==> src/rtl/rv32_pipeline_ctrl_pkg.sv <==
// Shared types for the rv32 pipeline control slice: scheduler states, the per-stage
// stall/bubble bundle and the NOP word the stage buffers load when bubbled.
package rv32_pipeline_ctrl_pkg;

    typedef enum logic [1:0] {
        RUN     = 2'd0,
        FLUSH   = 2'd1,
        MC_WAIT = 2'd2
    } pipe_ctrl_state_t;

    typedef struct packed {
        logic stall_fetch;
        logic stall_decode;
        logic stall_exec;
        logic bubble_decode;
        logic bubble_exec;
    } pipe_ctrl_t;

    // addi x0, x0, 0
    localparam logic [31:0] NOP_INSTR = 32'h0000_0013;
    localparam int          REG_W     = 5;

endpackage

==> src/rtl/rv32_pipeline_ctrl_if.sv <==
// Status and control bundle between the pipeline stages and the stall/flush scheduler.
interface rv32_pipeline_ctrl_if;
    import rv32_pipeline_ctrl_pkg::*;

    logic             do_jump;
    logic [REG_W-1:0] dec_rs1;
    logic [REG_W-1:0] dec_rs2;
    logic             dec_use_rs1;
    logic             dec_use_rs2;
    logic [REG_W-1:0] ex_rd;
    logic             ex_is_load;
    logic             ex_multicycle;
    logic             mc_done;
    logic             mem_wait;
    logic             stall_fetch;
    logic             stall_decode;
    logic             stall_exec;
    logic             bubble_decode;
    logic             bubble_exec;
    logic             mc_start;
    logic             mc_timeout;

    // master: the scheduler; slave: the pipeline stages it controls
    modport master (
        input  do_jump, dec_rs1, dec_rs2, dec_use_rs1, dec_use_rs2,
               ex_rd, ex_is_load, ex_multicycle, mc_done, mem_wait,
        output stall_fetch, stall_decode, stall_exec, bubble_decode,
               bubble_exec, mc_start, mc_timeout
    );

    modport slave (
        output do_jump, dec_rs1, dec_rs2, dec_use_rs1, dec_use_rs2,
               ex_rd, ex_is_load, ex_multicycle, mc_done, mem_wait,
        input  stall_fetch, stall_decode, stall_exec, bubble_decode,
               bubble_exec, mc_start, mc_timeout
    );

endinterface

==> src/rtl/rv32_hazard_detect.sv <==
// Combinational load-use compare between the decode sources and the exec destination.
// Kept separate so bypass logic can reuse the same per-source match.
module rv32_hazard_detect
    import rv32_pipeline_ctrl_pkg::*;
(
    input  logic [REG_W-1:0] dec_rs1,
    input  logic [REG_W-1:0] dec_rs2,
    input  logic             dec_use_rs1,
    input  logic             dec_use_rs2,
    input  logic [REG_W-1:0] ex_rd,
    input  logic             ex_is_load,
    output logic             hazard
);

    logic [REG_W-1:0] src [2];
    logic [1:0]       use_src;
    logic [1:0]       match;

    assign src[0]  = dec_rs1;
    assign src[1]  = dec_rs2;
    assign use_src = {dec_use_rs2, dec_use_rs1};

    generate
        for (genvar gi = 0; gi < 2; gi++) begin : g_src
            assign match[gi] = use_src[gi] && (src[gi] == ex_rd);
        end
    endgenerate

    // x0 is hardwired, so a load targeting it never produces a value to wait for
    assign hazard = ex_is_load && (ex_rd != '0) && (|match);

endmodule

==> src/rtl/rv32_pipeline_ctrl.sv <==
// Stall/flush scheduler for the 5-stage rv32 pipeline: jump flushes, load-use stalls,
// multi-cycle op sequencing with watchdog, and memory wait-state freezing.
module rv32_pipeline_ctrl
    import rv32_pipeline_ctrl_pkg::*;
#(
    parameter int FLUSH_CYCLES  = 1,
    parameter int MC_MAX_CYCLES = 34
) (
    input  logic                 clk,
    input  logic                 reset,
    rv32_pipeline_ctrl_if.master pipe
);

    localparam int FCNT_W = $clog2(FLUSH_CYCLES + 1);
    localparam int WCNT_W = $clog2(MC_MAX_CYCLES + 1);
    localparam logic [FCNT_W-1:0] FCNT_RELOAD = FCNT_W'(FLUSH_CYCLES - 1);
    localparam logic [FCNT_W-1:0] FCNT_ONE    = FCNT_W'(1);
    localparam logic [WCNT_W-1:0] WCNT_LAST   = WCNT_W'(MC_MAX_CYCLES - 1);
    localparam logic [WCNT_W-1:0] WCNT_ONE    = WCNT_W'(1);
    localparam logic [WCNT_W-1:0] WCNT_SAT    = '1;

    pipe_ctrl_state_t  state_reg, state_next;
    logic [FCNT_W-1:0] fcnt_reg, fcnt_next;
    logic [WCNT_W-1:0] wcnt_reg, wcnt_next;
    logic              timeout_reg, timeout_next;
    pipe_ctrl_t        ctrl;
    logic              mc_start_c;
    logic              load_use;

    rv32_hazard_detect u_hazard (
        .dec_rs1     (pipe.dec_rs1),
        .dec_rs2     (pipe.dec_rs2),
        .dec_use_rs1 (pipe.dec_use_rs1),
        .dec_use_rs2 (pipe.dec_use_rs2),
        .ex_rd       (pipe.ex_rd),
        .ex_is_load  (pipe.ex_is_load),
        .hazard      (load_use)
    );

    always_ff @(posedge clk or posedge reset) begin
        if (reset) begin
            state_reg   <= RUN;
            fcnt_reg    <= '0;
            wcnt_reg    <= '0;
            timeout_reg <= 1'b0;
        end else begin
            state_reg   <= state_next;
            fcnt_reg    <= fcnt_next;
            wcnt_reg    <= wcnt_next;
            timeout_reg <= timeout_next;
        end
    end

    always_comb begin
        state_next   = state_reg;
        fcnt_next    = fcnt_reg;
        wcnt_next    = wcnt_reg;
        timeout_next = timeout_reg;
        ctrl         = '0;
        mc_start_c   = 1'b0;

        if (pipe.mem_wait) begin
            // whole pipe holds; FSM and counters keep their values
            ctrl.stall_fetch  = 1'b1;
            ctrl.stall_decode = 1'b1;
            ctrl.stall_exec   = 1'b1;
        end else begin
            unique case (state_reg)
                RUN: begin
                    if (pipe.do_jump) begin
                        ctrl.bubble_decode = 1'b1;
                        ctrl.bubble_exec   = 1'b1;
                        if (FLUSH_CYCLES > 1) begin
                            state_next = FLUSH;
                            fcnt_next  = FCNT_RELOAD;
                        end
                    end else if (pipe.ex_multicycle) begin
                        mc_start_c        = 1'b1;
                        ctrl.stall_fetch  = 1'b1;
                        ctrl.stall_decode = 1'b1;
                        ctrl.stall_exec   = 1'b1;
                        state_next        = MC_WAIT;
                        wcnt_next         = '0;
                    end else if (load_use) begin
                        ctrl.stall_fetch  = 1'b1;
                        ctrl.stall_decode = 1'b1;
                        ctrl.bubble_exec  = 1'b1;
                    end
                end
                FLUSH: begin
                    // exec holds a bubble here, so a do_jump cannot be genuine
                    ctrl.bubble_decode = 1'b1;
                    fcnt_next          = fcnt_reg - FCNT_ONE;
                    if (fcnt_reg == FCNT_ONE) begin
                        state_next = RUN;
                    end
                end
                MC_WAIT: begin
                    if (pipe.mc_done) begin
                        state_next = RUN;
                    end else if (wcnt_reg == WCNT_LAST) begin
                        // abandon the op: release exec so the same instr is never restarted
                        timeout_next = 1'b1;
                        state_next   = RUN;
                    end else begin
                        ctrl.stall_fetch  = 1'b1;
                        ctrl.stall_decode = 1'b1;
                        ctrl.stall_exec   = 1'b1;
                        if (wcnt_reg != WCNT_SAT) begin
                            wcnt_next = wcnt_reg + WCNT_ONE;
                        end
                    end
                end
                default: begin
                    state_next = RUN;
                end
            endcase
        end
    end

    // combinational outputs are forced low while reset is held
    assign pipe.stall_fetch   = ctrl.stall_fetch   & ~reset;
    assign pipe.stall_decode  = ctrl.stall_decode  & ~reset;
    assign pipe.stall_exec    = ctrl.stall_exec    & ~reset;
    assign pipe.bubble_decode = ctrl.bubble_decode & ~reset;
    assign pipe.bubble_exec   = ctrl.bubble_exec   & ~reset;
    assign pipe.mc_start      = mc_start_c         & ~reset;
    assign pipe.mc_timeout    = timeout_reg;

endmodule

==> src/flat_wrapper.sv <==
// flat-port wrapper written by rule: the top's interface ports become plain ports
module rv32_pipeline_ctrl_flat import rv32_pipeline_ctrl_pkg::*;
#(
    parameter int FLUSH_CYCLES  = 1,
    parameter int MC_MAX_CYCLES = 34
)
  (clk, reset, pipe_do_jump, pipe_dec_rs1, pipe_dec_rs2, pipe_dec_use_rs1, pipe_dec_use_rs2, pipe_ex_rd, pipe_ex_is_load, pipe_ex_multicycle, pipe_mc_done, pipe_mem_wait, pipe_stall_fetch, pipe_stall_decode, pipe_stall_exec, pipe_bubble_decode, pipe_bubble_exec, pipe_mc_start, pipe_mc_timeout);
  rv32_pipeline_ctrl_if pipe_i ();
  input  logic clk;
  input  logic reset;
  input wire logic [$bits(pipe_i.do_jump)-1:0] pipe_do_jump;
  input wire logic [$bits(pipe_i.dec_rs1)-1:0] pipe_dec_rs1;
  input wire logic [$bits(pipe_i.dec_rs2)-1:0] pipe_dec_rs2;
  input wire logic [$bits(pipe_i.dec_use_rs1)-1:0] pipe_dec_use_rs1;
  input wire logic [$bits(pipe_i.dec_use_rs2)-1:0] pipe_dec_use_rs2;
  input wire logic [$bits(pipe_i.ex_rd)-1:0] pipe_ex_rd;
  input wire logic [$bits(pipe_i.ex_is_load)-1:0] pipe_ex_is_load;
  input wire logic [$bits(pipe_i.ex_multicycle)-1:0] pipe_ex_multicycle;
  input wire logic [$bits(pipe_i.mc_done)-1:0] pipe_mc_done;
  input wire logic [$bits(pipe_i.mem_wait)-1:0] pipe_mem_wait;
  output wire logic [$bits(pipe_i.stall_fetch)-1:0] pipe_stall_fetch;
  output wire logic [$bits(pipe_i.stall_decode)-1:0] pipe_stall_decode;
  output wire logic [$bits(pipe_i.stall_exec)-1:0] pipe_stall_exec;
  output wire logic [$bits(pipe_i.bubble_decode)-1:0] pipe_bubble_decode;
  output wire logic [$bits(pipe_i.bubble_exec)-1:0] pipe_bubble_exec;
  output wire logic [$bits(pipe_i.mc_start)-1:0] pipe_mc_start;
  output wire logic [$bits(pipe_i.mc_timeout)-1:0] pipe_mc_timeout;
  assign pipe_i.do_jump = pipe_do_jump;
  assign pipe_i.dec_rs1 = pipe_dec_rs1;
  assign pipe_i.dec_rs2 = pipe_dec_rs2;
  assign pipe_i.dec_use_rs1 = pipe_dec_use_rs1;
  assign pipe_i.dec_use_rs2 = pipe_dec_use_rs2;
  assign pipe_i.ex_rd = pipe_ex_rd;
  assign pipe_i.ex_is_load = pipe_ex_is_load;
  assign pipe_i.ex_multicycle = pipe_ex_multicycle;
  assign pipe_i.mc_done = pipe_mc_done;
  assign pipe_i.mem_wait = pipe_mem_wait;
  assign pipe_stall_fetch = pipe_i.stall_fetch;
  assign pipe_stall_decode = pipe_i.stall_decode;
  assign pipe_stall_exec = pipe_i.stall_exec;
  assign pipe_bubble_decode = pipe_i.bubble_decode;
  assign pipe_bubble_exec = pipe_i.bubble_exec;
  assign pipe_mc_start = pipe_i.mc_start;
  assign pipe_mc_timeout = pipe_i.mc_timeout;
  rv32_pipeline_ctrl #(.FLUSH_CYCLES(FLUSH_CYCLES), .MC_MAX_CYCLES(MC_MAX_CYCLES)) u_core (.clk(clk), .reset(reset), .pipe(pipe_i));
endmodule
==> config.mk <==
export PLATFORM = sky130hd
export DESIGN_NAME = rv32_pipeline_ctrl_flat
export DESIGN_NICKNAME = d
export VERILOG_FILES = /design/src/rtl/rv32_pipeline_ctrl_pkg.sv /design/src/rtl/rv32_pipeline_ctrl_if.sv /design/src/rtl/rv32_hazard_detect.sv /design/src/rtl/rv32_pipeline_ctrl.sv /design/src/flat_wrapper.sv
export SDC_FILE = /design/constraint.sdc
export NUM_CORES = 1
export LEC_CHECK = 0
export ABC_AREA = 1
export BUFFER_PORTS_ARGS = -buffer_cell sky130_fd_sc_hd__buf_2
export CAP_MARGIN = 30
export CORE_UTILIZATION = 25
export CTS_CLUSTER_DIAMETER = 40
export DETAILED_ROUTE_END_ITERATION = 16
export SYNTH_ARGS = -nofsm -noshare
export SYNTH_HDL_FRONTEND = slang
export SYNTH_SLANG_ARGS = --single-unit
export TNS_END_PERCENT = 1
==> constraint.sdc <==
create_clock -name clk -period 1.62 [get_ports clk]
set_input_delay 0.243 -clock clk [delete_from_list [all_inputs] [get_ports clk]]
set_output_delay 0.243 -clock clk [all_outputs]
set_load 0.01 [all_outputs]
==> results of run 1 <==
==> power by group through the flow <==
stage               combinational [uW]  sequential, uW  clock [uW]
global placement                   358             309           0
floorplan                          276             288           0
detailed placement                 356             310           0
finish                             467             301         157
CTS                                405             294         166
global route                       525             310         177
==> final timing paths <==
check / startpoint / to / cells past startpoint
max reg2reg: u_core.wcnt_reg[0]$_DFFE_PP0P_ / u_core.wcnt_reg[2]$_DFFE_PP0P_ / 9
max: u_core.wcnt_reg[1]$_DFFE_PP0P_ / pipe_stall_decode / 10
min in group clk: pipe_mem_wait / u_core.state_reg[1]$_DFFE_PP0P_ / 3
min: reset / u_core.state_reg[1]$_DFFE_PP0P_ / 3
max in group asynchronous: reset / u_core.wcnt_reg[4]$_DFFE_PP0P_ / 3
min reg2reg: u_core.pipe.mc_timeout$_DFFE_PP0P_ / u_core.pipe.mc_timeout$_DFFE_PP0P_ / 1
==> layout make-up <==
class	instances	area [um^2]	share of cell area, %
Inverter	27	101	9.09
Tap cell	44	55.1	4.94
Clock buffer	3	22.5	2.02
Sequential cell	8	201	18.1
Timing Repair Buffer	39	236	21.2
Multi-Input combinational cell	102	498	44.7
==> tightest hold or removal path: cells and delay by family <==
kind                   cells  cell delay [ns]
buffers and inverters      3             0.38
==> timing repair <==
item,in CTS,in global routing
setup buffers,4,3
hold buffers,0,0
pin swaps,2,2
setup endpoints to repair,3,10
resized for setup,0,15
==> stage by stage <==
stage                     power [uW]  instances
final                            926        223
after global routing            1010        223
after CTS                        866        220
after detailed placement         666        213
after global placement           666        213
after floorplan                  564        140
==> routing by layer <==
| metal | track usage [%] | vias up | routed length, um |
|---|---|---|---|
| met5 | 0 | - | 0 |
| met4 | 5.10 | 0 | 0 |
| met3 | 2.23 | 0 | 48 |
| met2 | 17.6 | 20 | 858 |
| met1 | 18.5 | 382 | 1030 |
| li1 | - | 510 | - |
==> cell usage in the layout, fill, tap and decap left out, types with 2 or more instances in the layout <==
cell and count:
inv_1 25, nand3_2 3, o21ai_1 4, buf_6 3, nand4_1 3, clkbuf_4 3, nor2_1 15, nor3_1 2
o21ai_0 5, nand2_1 47, inv_2 2, or2_2 3, nand2_2 2, dfrtp_1 7, buf_4 9, nand3_1 10
buf_2 27
==> cells by family (layout without fill, tap and decap cells) <==
kind of cell | Yosys count | after routing | share of synthesized area [%]
AO/OA/AOI/OAI | 12 | 12 | 8.39
adder cells (fa/ha/maj) | 2 | 2 | 3.16
buffers and inverters | 30 | 69 | 15.8
flip-flops | 8 | 8 | 25.3
AND/OR/NAND/NOR | 88 | 88 | 47.3
==> reports/qor.txt, run 1 <==
Status - finished with violations
Failing checks - negative setup slack
Gate Count Post-Synth - 140
Final Skew - 0.00645 ns
Drt wl/cell - 8.69 um
Vias in the first global route - 745
Clock sink count - 8
DP Worst Slack - 0.158 ns
Critical Path RT - 1.38 ns
RSZ-0062 raised after global routing - yes
Crit end category - output pin
Final count of negative-setup-slack endpoints - 2
Final hold slack - 0.0191 ns
Critical path type - reg2out
Ranking of synthesized cells by area - dfrtp_1, nand2_1, inv_1
Antenna violations before repair - 0
Post-synthesis sequential area ratio - 25.3%
CP cell instances - inv_1 > ha_1 > nand2_1 > inv_2 > nand3_2 > nand3_2 > nand3_2 > nand2_2 > nand2_2 > buf_6
Most frequent cell after synthesis - nand2_1
GP Congestion - 0.772
Ys flop type - dfrtp_1
Largest net degree at the start of global routing - 13
CTS tree - built
CTS H-Tree Depth - 1
Net switching power - 374 uW
Highest clock rate - 611 MHz
Die Width - 58.2 um
Setup ws final - -0.0167 ns
Max VDD drop - 0.284 mV
Final core utilization - 36.8%
Netlist Area Pre-Place - 791 um^2
Post-DRT Antenna Nets - 0
FP Rows - 20
R2R setup slack - 0.13 ns
Area of the die - 0.00339 mm^2
Internal - 552 uW
Worst Path Max Fanout - 2
Area leader, netlist - dfrtp_1
Avg Vias per Cell - 4.09
Max Cap Viol - 0
Num CTS Buffers - 3
DPL Wire Length - 1.51 mm
GRT Resource Usage Total - 12.5%
# diodes - 0
Share of cells above drive strength 1 - 31.8%
Post-route setup TNS - -0.0332 ns
DP Area - 987 um^2
Layout fillers - 328
Design area - 0.00111 mm^2
Min-delay worst type - in2async
First-pass GRT wire length - 3.25 mm
Power per cell area - 830 mW/mm^2
Nets - 207
Clock Latency Late Sink - 0.26 ns
Final max-slew violation count - 0
WP buf/inv - 3
Post-Route WL - 1.94 mm
# IOs - 31
Yosys top cell area share - 25.3%
Yosys cell types - 19
Combinational Power Share - 50.4%
Startpoint class of the critical path - flip-flop
Min Tclk post-route - 1.64 ns
Warnings, synthesis - 0
#FFs+latches synth - 8
Worst path most repeated cell - nand3_2
DRC - 0
Number of I/O port buffers - 30
CTS clk-pin slew, worst paths - 0.06 ns
Die height - 58.2 um
Initial core utilization - 26.1%
Leak pwr - 0.000644 uW
Slowest stage cell, crit path - dfrtp_1
Worst-Margin Slew - 0.235 ns
GRT overflow - 0
Largest register FFs - 6
Arr. time, crit path - 1.39 ns
DR iter-0 viols - 29
Sw Share - 40.4%
Syn_area_per_cell - 5.65 um^2
DR vias - 912
Root buffer cell - clkbuf_4
Post-synth EDFFs - 0
Area of the core - 0.00303 mm^2
Final worst-path cycle share - 101%
Ys async rst share - 100%
Final Hold Viols - 0
Layout area overhead - 41.0%
Crit path largest cell delay - 0.37 ns
Initial DRT Pass Iterations - 6
Top delay family on crit path - simple AND/OR/NAND/NOR gates
Synth top cells by count - nand2_1, inv_1, nor2_1
Syn_nets - 166
Power share of the clock group - 17.0%
Slew headroom - 84.3%
Sequential power share - 32.6%
Clock buffer depth - 2
Power figures use the tool's default switching activity.
==> inputs of run 2 (changes only) <==
clock period = 1.3 ns   (was 1.62 ns; I/O delays follow)
==> run 2 against run 1 <==
  * The run ends with design-rule violations, negative setup slack left
  * Setup slack worse by 0.28 ns
  * First-iteration DRC count is 31% lower
  * Final area is 5.8% higher
  * Routed wire length is 2.3% higher
  * Clock power is 27% higher
  * Core utilization is 2.1 points higher
  * Critical endpoint unchanged
  * Largest cell class unchanged
==> reports/qor.txt, run 2 (synthesized netlist as in run 1, its figures left out) <==
Commonest non-fill, non-tap cell in the layout - nand2_1
Most frequent cells in the layout - nand2_1, buf_2, inv_1, buf_4, nor2_1
Vias in the first global route - 871 (+17%)
Final count of negative-setup-slack endpoints - 12 (+10)
Final core utilization - 39.0% (+2.1 points)
Worst-Margin Slew - 0.202 ns (-0.0330 ns)
CTS H-Tree Depth - 1 (unchanged)
Min-delay worst type - in2reg
Max Cap Viol - 0 (unchanged)
# diodes - 0 (unchanged)
Final max-slew violation count - 0 (unchanged)
Num CTS Buffers - 3 (unchanged)
Avg Vias per Cell - 4.12 (+0.67%)
Root buffer cell - clkbuf_4
Die Width - 58.2 um (unchanged)
CP cell instances - inv_1 > ha_1 > nand2_1 > inv_2 > nand3_2 > nand3_2 > nand3_2 > nand2_2 > nand2_2 > buf_6
Leak pwr - 0.000686 uW (+6.4%)
Critical Path RT - 1.11 ns (-0.27 ns)
Initial core utilization - 26.1% (unchanged)
Arr. time, crit path - 1.40 ns (about the same)
GRT overflow - 0 (unchanged)
DR iter-0 viols - 20 (-31%)
GP Congestion - 0.840 (+8.8%)
Final Hold Viols - 0 (unchanged)
DP Worst Slack - -0.0955 ns (-0.253 ns)
Crit end category - output pin
Area of the multi-input gates - 500 um^2 (+0.50%)
Combinational Power Share - 54.9% (+4.5 points)
GRT Resource Usage Total - 13.3% (+0.87 points)
Slowest stage cell, crit path - dfrtp_1
Sw Share - 38.9% (-1.5 points)
Post-Route WL - 1.98 mm (+2.3%)
Register area - 201 um^2 (unchanged)
Power per cell area - 1050 mW/mm^2 (+26%)
Worst path most repeated cell - nand3_2
Initial DRT Pass Iterations - 10 (+4)
Setup ws final - -0.300 ns (-0.283 ns)
Net switching power - 481 uW (+29%)
Startpoint class of the critical path - flip-flop
Pwr Total - 1240 uW (+33%)
FP Rows - 20 (unchanged)
Layout area overhead - 49.2%
Slew headroom - 86.5% (+2.2 points)
Clock Latency Late Sink - 0.25 ns (about the same)
First-pass GRT wire length - 3.58 mm (+10%)
Failing checks - design-rule violations, negative setup slack
Power share of the clock group - 16.1% (-0.9 points)
Final Skew - 0.000236 ns (-0.00622 ns)
Crit path largest cell delay - 0.37 ns (about the same)
Max VDD drop - 0.309 mV (+9.1%)
Antenna violations before repair - 0 (unchanged)
DR vias - 951 (+4.3%)
Area of the core - 0.00303 mm^2 (unchanged)
Clock buffer depth - 2 (unchanged)
DRC - 2 (+2)
DPL Wire Length - 1.55 mm (+2.8%)
CTS tree - built
RSZ-0062 raised after global routing - yes
Largest register FFs - 6 (unchanged)
Worst Path Max Fanout - 2 (unchanged)
Final worst-path cycle share - 123%
Internal - 754 uW (+37%)
Drt wl/cell - 8.58 um (-1.2%)
Status - finished with violations
# IOs - 31 (unchanged)
Layout fillers - 326 (-0.61%)
Min Tclk post-route - 1.60 ns
Die height - 58.2 um (unchanged)
Number of I/O port buffers - 30 (unchanged)
DP Area - 0.00106 mm^2 (+7.9%)
Design area - 0.00118 mm^2 (+5.8%)
Largest net degree at the start of global routing - 13 (unchanged)
Critical path type - reg2out
Sequential power share - 29.0% (-3.6 points)
Area of the die - 0.00339 mm^2 (unchanged)
CTS clk-pin slew, worst paths - 0.06 ns (about the same)
Post-DRT Antenna Nets - 0 (unchanged)
Clock sink count - 8 (unchanged)
Nets - 215 (+3.9%)
Share of cells above drive strength 1 - 34.2% (+2.4 points)
Highest clock rate - 625 MHz
run 2: cell count changes in the layout (fill, tap and decap cells not counted):
cell           change
dlygate4sd3_1      +1
ha_2               -1
ha_1               +1
nand3_1            -1
nand3_2            +1
buf_4              +7
run 2: final timing paths:
path	start	to	slack, ns	cells after the start
hold reg to reg	u_core.pipe.mc_timeout$_DFFE_PP0P_	u_core.pipe.mc_timeout$_DFFE_PP0P_	0.46	1
setup reg to reg	u_core.wcnt_reg[0]$_DFFE_PP0P_	u_core.wcnt_reg[1]$_DFFE_PP0P_	-0.18	9
setup / recovery	u_core.wcnt_reg[1]$_DFFE_PP0P_	pipe_stall_decode	-0.30	10
max in group asynchronous	reset	u_core.state_reg[1]$_DFFE_PP0P_	0.64	4
hold / removal	pipe_mc_done	u_core.pipe.mc_timeout$_DFFE_PP0P_	0.26	4
min in group asynchronous	reset	u_core.wcnt_reg[2]$_DFFE_PP0P_	0.51	4
run 2: layout make-up:
| cell class | count | area share, % |
|---|---|---|
| Multi-Input combinational cell | 102 | 42.4 |
| Timing Repair Buffer | 47 | 25.3 |
| Sequential cell | 8 | 17.1 |
| Inverter | 27 | 8.59 |
| Tap cell | 44 | 4.67 |
| Clock buffer | 3 | 1.91 |
run 2: through the flow:
stage	hold WS [ns]	TNS, ns	cells
after detailed placement	0.223	-0.601	223
after CTS	0.238	-1.98	231
after floorplan	0.0189	-0.0469	140
after global routing	0.277	-3.21	231
final	0.261	-2.06	231
after global placement	0.224	-0.396	223
run 2: what timing repair did:
item / CTS / global route
gates cloned: 0 / 0
gates resized for setup: 9 / 5
setup endpoints to repair: 12 / 13
hold endpoints to repair: 8 / 0
pin swaps: 5 / 3
buffers inserted: 4 / 0
hold buffers: 1 / 0
run 2: critical path: cells and delay by family (launching register included):
kind	cells	cell delay, ns
buffers and inverters	3	0.24
flip-flops	1	0.37
AND/OR/NAND/NOR	6	0.41
adder cells (fa/ha/maj)	1	0.12
run 2: power by group through the flow:
stage               registers, uW  logic (uW)  clock network [uW]
floorplan                     359         348                   0
global placement              366         582                   0
detailed placement            368         577                   0
CTS                           359         668                 207
global route                  369         762                 221
finish                        358         678                 199
run 2: per-layer routing:
layer / global-route usage [%] / share of wire, %
met5: 0 / 0
met4: 3.74 / 0
met3: 2.46 / 2.7
met2: 21.8 / 47
met1: 17.9 / 51
==> inputs of run 3 (changes only) <==
CTS_BUF_LIST = sky130_fd_sc_hd__clkbuf_2   (was unset)
TNS_END_PERCENT = unset   (was 1)
==> run 3 against run 2 <==
  * The flow still finishes with violations (design-rule violations, negative setup slack)
  * Setup slack worse by 0.0098 ns
  * Clock-buffer cell count stayed put
  * Combinational power is 7.4% higher
  * Global-route usage is 0.23 points higher
  * Hold slack worse by 0.0032 ns
  * Clock power is 18% lower
  * Non-clock buffer count is 1 higher
  * Clock skew is 0.00064 ns higher
  * Routed wire length is 5.2% higher
  * Total power is 1.2% higher
  * Core utilization is 0.41 points higher
  * Sequential cell count stayed put
  * Largest cell class unchanged
==> reports/qor.txt, run 3 (synthesized netlist as in run 1, its figures left out) <==
Post-Route WL - 2.09 mm (+5.2%)
Area of the core - 0.00303 mm^2 (unchanged)
Critical Path RT - 1.11 ns (about the same)
RSZ-0062 raised after global routing - yes
Sequential power share - 28.7% (-0.3 points)
Clock Latency Late Sink - 0.25 ns (about the same)
Worst path most repeated cell - nand3_2
Sw Share - 41.1% (+2.2 points)
R2r worst-path depth - 9 (unchanged)
Final max-slew violation count - 0 (unchanged)
# diodes - 0 (unchanged)
Initial DRT Pass Iterations - 10 (unchanged)
Final Skew - 0.000879 ns (+0.000643 ns)
Antenna violations before repair - 0 (unchanged)
CTS tree - built
Crit path largest cell delay - 0.39 ns (+0.02 ns)
DP Area - 0.00106 mm^2 (unchanged)
Min Tclk post-route - 1.61 ns (+0.00976 ns)
Combinational Power Share - 58.2% (+3.3 points)
GRT overflow - 0 (unchanged)
Worst Path Max Fanout - 2 (unchanged)
DR vias - 980 (+3.0%)
Final core utilization - 39.4% (+0.41 points)
DRC - 2 (unchanged)
Leak pwr - 0.000693 uW (+1.1%)
Highest clock rate - 621 MHz (-0.61%)
Clock sink count - 8 (unchanged)
Status - finished with violations
Post-DRT Antenna Nets - 0 (unchanged)
Avg Vias per Cell - 4.21 (+2.2%)
Final count of negative-setup-slack endpoints - 12 (unchanged)
R2R setup slack - -0.25 ns (-0.07 ns)
Worst-Margin Slew - 0.291 ns (+0.0887 ns)
Arr. time, crit path - 1.41 ns (about the same)
WP buf/inv - 3 (unchanged)
DR iter-0 viols - 30 (+50%)
Area of the die - 0.00339 mm^2 (unchanged)
Internal - 736 uW (-2.4%)
Net switching power - 515 uW (+7.0%)
Commonest non-fill, non-tap cell in the layout - nand2_1
Top delay family on crit path - simple AND/OR/NAND/NOR gates
Most frequent cells in the layout - nand2_1, buf_2, inv_1, buf_4, nor2_1
Share of cells above drive strength 1 - 35.4% (+1.2 points)
Min-delay worst type - in2reg
CTS H-Tree Depth - 1 (unchanged)
Reg-to-Reg End - u_core.wcnt_reg[0]$_DFFE_PP0P_
Number of I/O port buffers - 30 (unchanged)
DPL Wire Length - 1.55 mm (unchanged)
Final hold slack - 0.258 ns (-0.00320 ns)
Die height - 58.2 um (unchanged)
Hold path depth - 4 (unchanged)
CTS clk-pin slew, worst paths - 0.09 ns (+0.03 ns)
Max Cap Viol - 0 (unchanged)
# IOs - 31 (unchanged)
Num CTS Buffers - 3 (unchanged)
Slew headroom - 80.6% (-5.9 points)
Post-route setup TNS - -2.39 ns (-0.329 ns)
Max VDD drop - 0.289 mV (-6.7%)
First-pass GRT wire length - 3.65 mm (+1.9%)
Slowest stage cell, crit path - dfrtp_1
HP Start - pipe_mc_done
Final Hold Viols - 0 (unchanged)
Initial core utilization - 26.1% (unchanged)
Hold EP - u_core.pipe.mc_timeout$_DFFE_PP0P_
Final worst-path cycle share - 124% (+0.75 points)
Crit end category - output pin
Critical path depth in cells - 10 (unchanged)
Clock buffer depth - 2 (unchanged)
Power per cell area - 1050 mW/mm^2 (+0.17%)
Largest register FFs - 6 (unchanged)
Root buffer cell - clkbuf_2
FP Rows - 20 (unchanged)
Largest net degree at the start of global routing - 13 (unchanged)
GP Congestion - 0.840 (unchanged)
Vias in the first global route - 884 (+1.5%)
Reg-to-reg startpoint - u_core.wcnt_reg[0]$_DFFE_PP0P_
Power share of the clock group - 13.0% (-3.1 points)
Layout area overhead - 50.8%
DP Worst Slack - -0.0955 ns (unchanged)
Nets - 217 (+0.93%)
Failing checks - design-rule violations, negative setup slack
Setup ws final - -0.309 ns (-0.00976 ns)
Layout fillers - 330 (+1.2%)
Drt wl/cell - 8.95 um (+4.3%)
Die Width - 58.2 um (unchanged)
Design area - 0.00119 mm^2 (+1.1%)
Critical path type - reg2out
CP cell instances - inv_1 > ha_1 > nand2_1 > inv_2 > nand3_2 > nand3_2 > nand3_2 > nand2_2 > nand2_2 > buf_6
Startpoint class of the critical path - flip-flop
GRT Resource Usage Total - 13.6% (+0.23 points)
run 3: cell types whose count changed in the layout (fill, tap and decap cells not counted), sizes merged:
cell	delta
buf	+1
nand3	+1
run 3: worst register-to-register path, delay by kind of cell (launching register included):
family                     cells  cell delay (ns)
adders and majority gates      1             0.19
and+or+nand+nor                4             0.52
buffers and inverters          3             0.28
DFF                            1             0.39
AOI/OAI and AO/OA              1             0.06
run 3: per-layer routing:
metal  vias to the layer above  share of wire, %  global-route usage [%]  wire length, um
met5                         -                 0                       0                0
met2                        28                45                    22.2              939
li1                        530                 -                       -                -
met4                         0               1.2                    3.74               25
met1                       418                50                    18.3             1040
met3                         4               3.9                    2.46               82
run 3: stage by stage:
| stage | std cells | total power [uW] |
|---|---|---|
| after floorplan | 140 | 707 |
| after global placement | 223 | 947 |
| after detailed placement | 223 | 945 |
| after CTS | 232 | 1220 |
| after global routing | 233 | 1360 |
| final | 233 | 1250 |
run 3: worst max path at each step:
stage,to,from
2_1_floorplan,pipe_stall_fetch,u_core.wcnt_reg[0]$_DFFE_PP0P_
3_3_place_gp,pipe_stall_decode,u_core.wcnt_reg[1]$_DFFE_PP0P_
3_5_place_dp,pipe_stall_decode,u_core.wcnt_reg[1]$_DFFE_PP0P_
4_1_cts,pipe_stall_decode,u_core.wcnt_reg[1]$_DFFE_PP0P_
5_1_grt,pipe_stall_decode,u_core.wcnt_reg[1]$_DFFE_PP0P_
6_report,pipe_stall_decode,u_core.wcnt_reg[1]$_DFFE_PP0P_
run 3: cell type report:
| cell class | instances | area, um^2 | share of cell area (%) |
|---|---|---|---|
| Multi-Input combinational cell | 103 | 513 | 43.0 |
| Timing Repair Buffer | 48 | 307 | 25.7 |
| Tap cell | 44 | 55.1 | 4.62 |
| Sequential cell | 8 | 201 | 16.9 |
| Clock buffer | 3 | 15.0 | 1.26 |
| Inverter | 27 | 101 | 8.50 |
run 3: what timing repair did:
| action | CTS | global route |
|---|---|---|
| hold buffers | 1 | 0 |
| gates resized for setup | 10 | 8 |
| pin swaps | 7 | 8 |
| endpoints found under the setup margin | 12 | 13 |
| cloned | 0 | 1 |
| setup buffers | 5 | 0 |
| endpoints found under the hold margin | 8 | 0 |
run 3: power groups by stage:
stage	clock, uW	combinational (uW)	sequential (uW)
3_5_place_dp	0	577	368
4_1_cts	163	692	361
6_report	163	728	359
3_3_place_gp	0	582	366
5_1_grt	177	811	371
2_1_floorplan	0	348	359
